### config.mk
export PLATFORM = sky130hd
export DESIGN_NAME = pll_reset_seq_flat
export DESIGN_NICKNAME = d
export VERILOG_FILES = /design/src/rtl/resdmac_pkg.sv /design/src/rtl/pll_reset_seq_if.sv /design/src/rtl/sync_ff.sv /design/src/rtl/pll_reset_seq.sv /design/src/flat_wrapper.sv
export SDC_FILE = /design/constraint.sdc
export NUM_CORES = 1
export LEC_CHECK = 0
export CAP_MARGIN = 10
export CORE_MARGIN = 3
export CORE_UTILIZATION = 35
export DETAILED_ROUTE_END_ITERATION = 8
export PLACE_DENSITY = 0.63
export SYNTH_ARGS = -nofsm -noshare
export SYNTH_HDL_FRONTEND = slang
export SYNTH_SLANG_ARGS = --single-unit
### constraint.sdc
create_clock -name CPUCLK_I -period 1.7 [get_ports CPUCLK_I]
set_input_delay 0.34 -clock CPUCLK_I [delete_from_list [all_inputs] [get_ports CPUCLK_I]]
set_output_delay 0.34 -clock CPUCLK_I [all_outputs]
set_load 0.02 [all_outputs]
### src/rtl/resdmac_pkg.sv
// Shared definitions for the PLL reset sequencer.
// Contents:
//   pll_state_e   - sequencer state codes, also exported on the debug port
//   Def*          - default cycle constants for the sequencer parameters
//   max3()        - helper used to size the shared cycle counter
package resdmac_pkg;

  typedef enum logic [1:0] {
    PLL_RESET = 2'd0,
    WAIT_LOCK = 2'd1,
    STABLE    = 2'd2,
    RUN       = 2'd3
  } pll_state_e;

  localparam int unsigned DefSyncStages  = 2;
  localparam int unsigned DefPllRstCycles = 16;
  localparam int unsigned DefLockTimeout = 4096;
  localparam int unsigned DefStableCycles = 256;
  localparam int unsigned DefRetryW      = 4;

  function automatic int unsigned max3(input int unsigned a, input int unsigned b,
                                       input int unsigned c);
    int unsigned m;
    m = a;
    if (b > m) m = b;
    if (c > m) m = c;
    return m;
  endfunction

endpackage

### src/rtl/pll_reset_seq_if.sv
// PLL lock handshake plus qualified-reset outputs of the sequencer.
// Signals:
//   locked    - PLL lock indication, asynchronous to the sequencer clock
//   pll_rst   - PLL areset request, active high
//   sys_rst   - qualified system reset for downstream logic, active high
//   ready     - high only while the sequencer is in RUN
//   lock_lost - sticky flag, lock dropped while in RUN
//   retries   - saturating count of lock timeouts
//   state     - current state code, debug only
// Modports: master = sequencer side, slave = PLL / downstream side.
interface pll_reset_seq_if #(
  parameter int unsigned RETRY_W = 4
) ();

  logic               locked;
  logic               pll_rst;
  logic               sys_rst;
  logic               ready;
  logic               lock_lost;
  logic [RETRY_W-1:0] retries;
  logic [1:0]         state;

  modport master (
    input  locked,
    output pll_rst, sys_rst, ready, lock_lost, retries, state
  );

  modport slave (
    output locked,
    input  pll_rst, sys_rst, ready, lock_lost, retries, state
  );

endinterface

### src/rtl/sync_ff.sv
// N-stage single-bit synchroniser with synchronous clear.
// Ports:
//   clk_i - destination clock
//   clr_i - synchronous clear, active high, empties the chain to 0
//   d_i   - asynchronous input bit
//   q_o   - synchronised output (last stage)
module sync_ff #(
  parameter int unsigned STAGES = 2
) (
  input  logic clk_i,
  input  logic clr_i,
  input  logic d_i,
  output logic q_o
);

  logic [STAGES-1:0] sync_q;

  always_ff @(posedge clk_i) begin
    if (clr_i) begin
      sync_q <= '0;
    end else begin
      sync_q <= {sync_q[STAGES-2:0], d_i};
    end
  end

  assign q_o = sync_q[STAGES-1];

endmodule

### src/rtl/pll_reset_seq.sv
// PLL reset sequencer: pulses the PLL areset, waits for a synchronised lock,
// requires the lock to stay up for a stable window, then releases sys_rst.
// Lock timeout retries the PLL reset; lock loss in RUN reasserts sys_rst and
// restarts the whole sequence.
// Ports:
//   CPUCLK_I - free-running CPU clock, present regardless of PLL state
//   rst      - synchronous active-high reset
//   bus      - lock handshake and reset/status outputs (master side)
module pll_reset_seq
  import resdmac_pkg::*;
#(
  parameter int unsigned SYNC_STAGES    = DefSyncStages,
  parameter int unsigned PLL_RST_CYCLES = DefPllRstCycles,
  parameter int unsigned LOCK_TIMEOUT   = DefLockTimeout,
  parameter int unsigned STABLE_CYCLES  = DefStableCycles,
  parameter int unsigned RETRY_W        = DefRetryW
) (
  input logic             CPUCLK_I,
  input logic             rst,
  pll_reset_seq_if.master bus
);

  localparam int unsigned CntMax = max3(PLL_RST_CYCLES, LOCK_TIMEOUT, STABLE_CYCLES);
  localparam int unsigned CntW   = (CntMax > 1) ? $clog2(CntMax) : 1;

  localparam logic [CntW-1:0] PllRstLast  = CntW'(PLL_RST_CYCLES - 1);
  localparam logic [CntW-1:0] TimeoutLast = CntW'(LOCK_TIMEOUT - 1);
  localparam logic [CntW-1:0] StableLast  = CntW'(STABLE_CYCLES - 1);

  pll_state_e         state_q, state_d;
  logic [CntW-1:0]    cnt_q, cnt_d;
  logic [RETRY_W-1:0] retries_q, retries_d;
  logic               lock_lost_q, lock_lost_d;
  logic               pll_rst_q, pll_rst_d;
  logic               sys_rst_q, sys_rst_d;
  logic               ready_q, ready_d;
  logic               locked_s;

  sync_ff #(
    .STAGES (SYNC_STAGES)
  ) u_lock_sync (
    .clk_i (CPUCLK_I),
    .clr_i (rst),
    .d_i   (bus.locked),
    .q_o   (locked_s)
  );

  // State register.
  always_ff @(posedge CPUCLK_I) begin
    if (rst) begin
      state_q     <= PLL_RESET;
      cnt_q       <= '0;
      retries_q   <= '0;
      lock_lost_q <= 1'b0;
    end else begin
      state_q     <= state_d;
      cnt_q       <= cnt_d;
      retries_q   <= retries_d;
      lock_lost_q <= lock_lost_d;
    end
  end

  // Next-state logic.
  always_comb begin
    state_d     = state_q;
    cnt_d       = cnt_q;
    retries_d   = retries_q;
    lock_lost_d = lock_lost_q;
    case (state_q)
      PLL_RESET: begin
        if (cnt_q == PllRstLast) begin
          state_d = WAIT_LOCK;
          cnt_d   = '0;
        end else begin
          cnt_d = cnt_q + CntW'(1);
        end
      end
      WAIT_LOCK: begin
        // Lock takes priority over a coincident timeout.
        if (locked_s) begin
          state_d = STABLE;
          cnt_d   = '0;
        end else if (cnt_q == TimeoutLast) begin
          state_d = PLL_RESET;
          cnt_d   = '0;
          if (retries_q != '1) retries_d = retries_q + RETRY_W'(1);
        end else begin
          cnt_d = cnt_q + CntW'(1);
        end
      end
      STABLE: begin
        // A dropout restarts the timeout window without counting a retry.
        if (!locked_s) begin
          state_d = WAIT_LOCK;
          cnt_d   = '0;
        end else if (cnt_q == StableLast) begin
          state_d = RUN;
          cnt_d   = '0;
        end else begin
          cnt_d = cnt_q + CntW'(1);
        end
      end
      RUN: begin
        if (!locked_s) begin
          state_d     = PLL_RESET;
          cnt_d       = '0;
          lock_lost_d = 1'b1;
        end
      end
      default: begin
        state_d = PLL_RESET;
        cnt_d   = '0;
      end
    endcase
  end

  // Output decode; registered below so outputs trail the state by one edge.
  always_comb begin
    pll_rst_d = (state_q == PLL_RESET);
    sys_rst_d = (state_q != RUN);
    ready_d   = (state_q == RUN);
  end

  always_ff @(posedge CPUCLK_I) begin
    if (rst) begin
      pll_rst_q <= 1'b1;
      sys_rst_q <= 1'b1;
      ready_q   <= 1'b0;
    end else begin
      pll_rst_q <= pll_rst_d;
      sys_rst_q <= sys_rst_d;
      ready_q   <= ready_d;
    end
  end

  assign bus.pll_rst   = pll_rst_q;
  assign bus.sys_rst   = sys_rst_q;
  assign bus.ready     = ready_q;
  assign bus.lock_lost = lock_lost_q;
  assign bus.retries   = retries_q;
  assign bus.state     = state_q;

endmodule

### src/flat_wrapper.sv
// flat-port wrapper written by rule: the top's interface ports become plain ports
module pll_reset_seq_flat import resdmac_pkg::*;
#(
  parameter int unsigned SYNC_STAGES    = DefSyncStages,
  parameter int unsigned PLL_RST_CYCLES = DefPllRstCycles,
  parameter int unsigned LOCK_TIMEOUT   = DefLockTimeout,
  parameter int unsigned STABLE_CYCLES  = DefStableCycles,
  parameter int unsigned RETRY_W        = DefRetryW
)
  (CPUCLK_I, rst, bus_locked, bus_pll_rst, bus_sys_rst, bus_ready, bus_lock_lost, bus_retries, bus_state);
  pll_reset_seq_if #(.RETRY_W(RETRY_W)) bus_i ();
  input logic CPUCLK_I;
  input logic rst;
  input wire logic [$bits(bus_i.locked)-1:0] bus_locked;
  output wire logic [$bits(bus_i.pll_rst)-1:0] bus_pll_rst;
  output wire logic [$bits(bus_i.sys_rst)-1:0] bus_sys_rst;
  output wire logic [$bits(bus_i.ready)-1:0] bus_ready;
  output wire logic [$bits(bus_i.lock_lost)-1:0] bus_lock_lost;
  output wire logic [$bits(bus_i.retries)-1:0] bus_retries;
  output wire logic [$bits(bus_i.state)-1:0] bus_state;
  assign bus_i.locked = bus_locked;
  assign bus_pll_rst = bus_i.pll_rst;
  assign bus_sys_rst = bus_i.sys_rst;
  assign bus_ready = bus_i.ready;
  assign bus_lock_lost = bus_i.lock_lost;
  assign bus_retries = bus_i.retries;
  assign bus_state = bus_i.state;
  pll_reset_seq #(.SYNC_STAGES(SYNC_STAGES), .PLL_RST_CYCLES(PLL_RST_CYCLES), .LOCK_TIMEOUT(LOCK_TIMEOUT), .STABLE_CYCLES(STABLE_CYCLES), .RETRY_W(RETRY_W)) u_core (.CPUCLK_I(CPUCLK_I), .rst(rst), .bus(bus_i));
endmodule
; After elaboration in Yosys (flattened, before gate mapping)
; Cells that the tools add are included.
[classes]
n_mux = 14
n_eq_ne = 12
bitwise_logic = 1
n_reduce_logical = 4
add_sub_neg = 2
[op_table]
columns = cell, count
row1 = $mux 12, 6
row2 = $pmux 12 s4, 1
row3 = $add 12x1->12 const B, 1
row4 = $eq 12x12->1 const B, 1
row5 = $eq 12x4->1 const B, 1
row6 = $eq 12x8->1 const B, 1
row7 = $mux 2, 6
row8 = $pmux 2 s4, 1
row9 = $reduce_and 4->1, 2
row10 = $ne 2x2->1 const B, 3
row11 = $ne 3x2->1 const B, 2
row12 = $add 4x1->4 const B, 1
row13 = $eq 2x2->1 const B, 2
row14 = $ne 4x4->1 const B, 1
row15 = $eq 2x1->1 const B, 1
row16 = $logic_not 2->1, 1
row17 = $reduce_and 2->1, 1
row18 = $not 1->1, 1
[totals]
reg_bits = 24

; Logic depth before layout (Yosys ltp)
[depth]
word_depth = 4
ltp_mapped = 6
mapped_depth_nobuf = 6

; Hierarchy
; From an unflattened synthesis, not the netlist that was laid out.
[hier_totals]
cells_unflattened = 116
hier_area_um2 = 1059.8
[modules_own_cells]
columns = module, instances, cells_each, seq_area_each_um2, area_each_um2
row1 = pll_reset_seq, 1, 112, 440.4, 1007.2
row2 = sync_ff, 1, 4, 40.0, 52.6

; Worst setup path before layout
; Ideal clock, no wire load.
[synth_timing]
kind = flip-flop to flip-flop
from = register u_core.cnt_q[0]
to = register u_core.cnt_q[3]
t_required_ns = 1.569
period_less_slack_ns = 1.703
arrival_time_ns = 1.573
path_buffers = 0
stages_incl_launch_ff = 7
setup_slack_ns = -0.003
cell_sequence = dfxtp_1 > ha_1 > nand4_1 > o21ai_0 > a221oi_2 > o31ai_4 > nor3_1
[synth_via]
elab_chain_len = 4
[synth_rtl]
columns = element, line_no
row1 = from (decl), pll_reset_seq.sv:31  ; logic [CntW-1:0] cnt_q, cnt_d;
row2 = from (signal assigned), pll_reset_seq.sv:57  ; cnt_q <= cnt_d;
row3 = "$add 12x1->12, or another cell as far along", "pll_reset_seq.sv:75, pll_reset_seq.sv:88, pll_reset_seq.sv:100"
row4 = $mux 12 (on tied branches), "pll_reset_seq.sv:96, pll_reset_seq.sv:83"
row5 = $mux 12 (on tied branches), "pll_reset_seq.sv:93, pll_reset_seq.sv:80"
row6 = $pmux 12 s4 (*), pll_reset_seq.sv:69  ; case (state_q)
; Mark *: on every way between the ends. The rest lies on a longest branch, timed or not.
; A chain may end at the register's enable or synchronous reset.

; Worst setup path in the final report
[layout_timing]
from = register u_core.cnt_q[8]
to = register u_core.cnt_q[3]
[layout_via]
elab_chain_len = 4
[layout_rtl]
columns = element, line_no
row1 = $eq 12x8->1 / $eq 12x12->1 (equally long branches), "pll_reset_seq.sv:96, pll_reset_seq.sv:83"
row2 = $mux 12 (on tied branches), "pll_reset_seq.sv:96, pll_reset_seq.sv:83"
row3 = $mux 12 (on tied branches), "pll_reset_seq.sv:93, pll_reset_seq.sv:80"
row4 = $pmux 12 s4 (*), pll_reset_seq.sv:69
; Marked as above.

==> impl_results.md <==
- Rel. slew slack: between 70 and 80%
- Sequential area share after synthesis: approximately 44%
- Final Util: a little under three fifths
- Cells after synthesis: 122
- Most frequent cell after synthesis: dfxtp_1
- Static Leakage: approximately 0.67 nW
- Mapped Area: approximately 1100 um^2
- Cell Area, Placed: ~1400 um^2
- Syn_area_per_cell: roughly 8.9 um^2
- Failing checks: negative setup slack
- IO Pins: 13
- Pwr dens: roughly 670 nW/um^2
- Vias per Instance: roughly 5.3
- Slowest stage cell on the critical path: or4_4
- CTS tree: done
- Top cell by count, worst path: o31ai_4
- Status: complete, but fails checks
- Min Tclk post-route: roughly 1.8 ns
- Later-pin clock latency in the skew report: 0.33 ns
- Arr. time, crit path: about 2 ns
- Vias in the first global route: between 900 and 1000
- Max Cap Viol: 0
- DRT iter0 DRCs: 36
- Fraction of layout cells with a size suffix above 1: between 30% and 40%
- Ranking of synthesized cells by area: dfxtp_1 44%, xor2_1 8.1%, nor2_1 6.6%
- # diodes: 0
- HPWL after DPL: around 1800 um
- Yosys top cell by area: dfxtp_1
- Final setup violation count: 10
- Hold Buf Count CTS: 0
- DR pass1 iterations: 4
- GPL Wtd Cong: between 0.8 and 0.9
- RSZ-0062 raised after global routing: true
- Rows: 19
- Grt ovf: 0
- H-tree depth: 1
- Max frequency: between 0.5 and 0.6 GHz
- Worst-margin pin slew: 0.348 ns
- Crit path launch type: flip-flop
- Final Cycle Share: 104%
- # clock sinks: 24
- Detail Route Antenna Nets: 0
- Largest delay share family, worst path: simple AND/OR/NAND/NOR gates
- Crit-path max FO: 4
- Die height: ~62 um
- Core area: 2850 um^2
- Clock-pin slew on the worst setup and hold paths: between 0.1 and 0.15 ns
- IO Port Bufs: 12
- Die ar.: about 3800 um^2
- Worst hold path class: flip-flop to flip-flop
- Critical path capture point type: flip-flop
- Synth unique cells: 29
- Critical Path RT: a little under 2 ns
- List of most frequent post-synthesis cells: 24 x dfxtp_1, 19 x nor2_1, 11 x nand2_1, 10 x xor2_1, 9 x nand3_1
- DR WL/cell: about 14 um
- Initial antenna violation count: 0
- #FFs+latches synth: 24
- Clock buffer depth: 2
- DRC viols: 0
- Design Area, Final: about 1600 um^2
- Total Wirelength: 2640 um
- CTS Root Cell: clkbuf_4
- DP Worst Slack: -0.0966 ns
- Layout Nets: ~170
- Synth Flop Type: dfxtp_1
- Num CTS Buffers: 3
- Via count: roughly 1000
- Syn nets: 127
- Buf+Inv Stages, Crit Path: 1
- Final setup TNS: -0.565 ns
- Endpoints failing hold: 0
- CP max stage delay: ~0.55 ns
- Asr flop ratio synth: 0%
- Die X: approximately 62 um
- Worst Setup Path Type: flip-flop to flip-flop
- Top-area cell type share of the netlist area: between 40 and 50%
- Initial Util: around two fifths
- Crit-path cells: or4_4, o31ai_4, nand2_2, o31ai_4, buf_6, nor3_2
- First-pass GRT wire length: about 4200 um
- Post-synth EDFFs: 0
- Slew Viols, Final: 0
- Final setup margin: -0.0759 ns
- Area Growth Syn to Fin: 45.7%
- Largest net degree at the start of global routing: 15
- Total GRT Usage: 15.0%
- Clock skew: about 0.011 ns
- VDD IR-drop max: approximately 0.55 mV
- YS warnings: 0
==> flip-flops by register name, indices dropped and copies added (netlist names) <==
| name | flops |
|---|---|
| u_core.bus.state | 2 |
| u_core.bus.ready | 1 |
| u_core.u_lock_sync.sync_q | 2 |
| u_core.cnt_q | 12 |
| u_core.bus.pll_rst | 1 |
| u_core.bus.lock_lost | 1 |
| u_core.bus.retries | 4 |
| u_core.bus.sys_rst | 1 |
==> cells in the final DEF, fill, tap and decap left out, types with 2 or more instances in the layout <==
cell	instances
clkbuf_4	3
a21oi_1	4
nor2_2	2
nand2_1	10
clkdlybuf4s50_1	6
xor2_1	10
nor2_1	16
buf_4	24
and3_1	2
dlygate4sd2_1	4
buf_6	2
nor2b_1	3
nand3_1	9
dfxtp_2	7
nor3_2	2
dfxtp_1	17
o21ai_0	2
o31ai_4	2
inv_1	3
nand4_1	5
nor3b_1	2
o21ai_2	2
==> cell families after synthesis <==
| kind of cell | share of synthesized area (%) |
|---|---|
| mux | 0.921 |
| compound gates | 13.2 |
| flops | 44.2 |
| xor+xnor | 8.86 |
| buf+inv | 2.07 |
| simple gates | 28.4 |
| fa+ha+maj | 2.30 |
==> final timing paths <==
check,start,endpoint,slack (ns),depth (start not counted)
min,u_core.u_lock_sync.sync_q[0]$_SDFF_PP0_,u_core.u_lock_sync.sync_q[1]$_SDFF_PP0_,0.46,1
max,u_core.cnt_q[8]$_SDFFE_PP0N_,u_core.cnt_q[3]$_SDFFE_PP0N_,-0.08,6
max reg2reg,u_core.cnt_q[8]$_SDFFE_PP0N_,u_core.cnt_q[3]$_SDFFE_PP0N_,-0.08,6
min reg2reg,u_core.u_lock_sync.sync_q[0]$_SDFF_PP0_,u_core.u_lock_sync.sync_q[1]$_SDFF_PP0_,0.46,1
==> cell type report <==
type,instances,area [um^2]
Multi-Input combinational cell,92,672
Inverter,3,11.3
Clock buffer,3,22.5
Sequential cell,24,489
Fill cell,257,1270
Clock inverter,1,30.0
Tap cell,31,38.8
Timing Repair Buffer,38,320
==> metal layers <==
layer / up-vias / GRT usage (%) / share of wire (%)
li1: 508 / - / -
met1: 475 / 19.5 / 44
met2: 23 / 24.1 / 50
met3: 2 / 4.55 / 4.4
met4: 0 / 4.55 / 0.98
met5: - / 0 / 0
==> stage by stage <==
step	hold slack, ns	power (W)	cells
floorplan	0.414	0.000611	122
global placement	0.421	0.000634	184
detailed placement	0.428	0.000636	184
CTS	0.461	0.00106	191
global route	0.469	0.00110	192
finish	0.458	0.00106	192
==> power by group <==
group | leakage [nW] | internal [W] | total [W] | switching (W)
clock | 0.0279 | 0.000239 | 0.000417 | 0.000178
sequential | 0.197 | 0.000572 | 0.000580 | 0.00000813
combinational | 0.441 | 0.0000329 | 0.0000618 | 0.0000289
==> what timing repair did <==
item | CTS | global route
gates resized for setup | 6 | 30
endpoints found under the hold margin | 0 | 0
pin swaps | 3 | 11
setup buffers | 3 | 2
setup endpoints to repair | 15 | 15
Note: power is estimated with default switching activity, not from simulation.
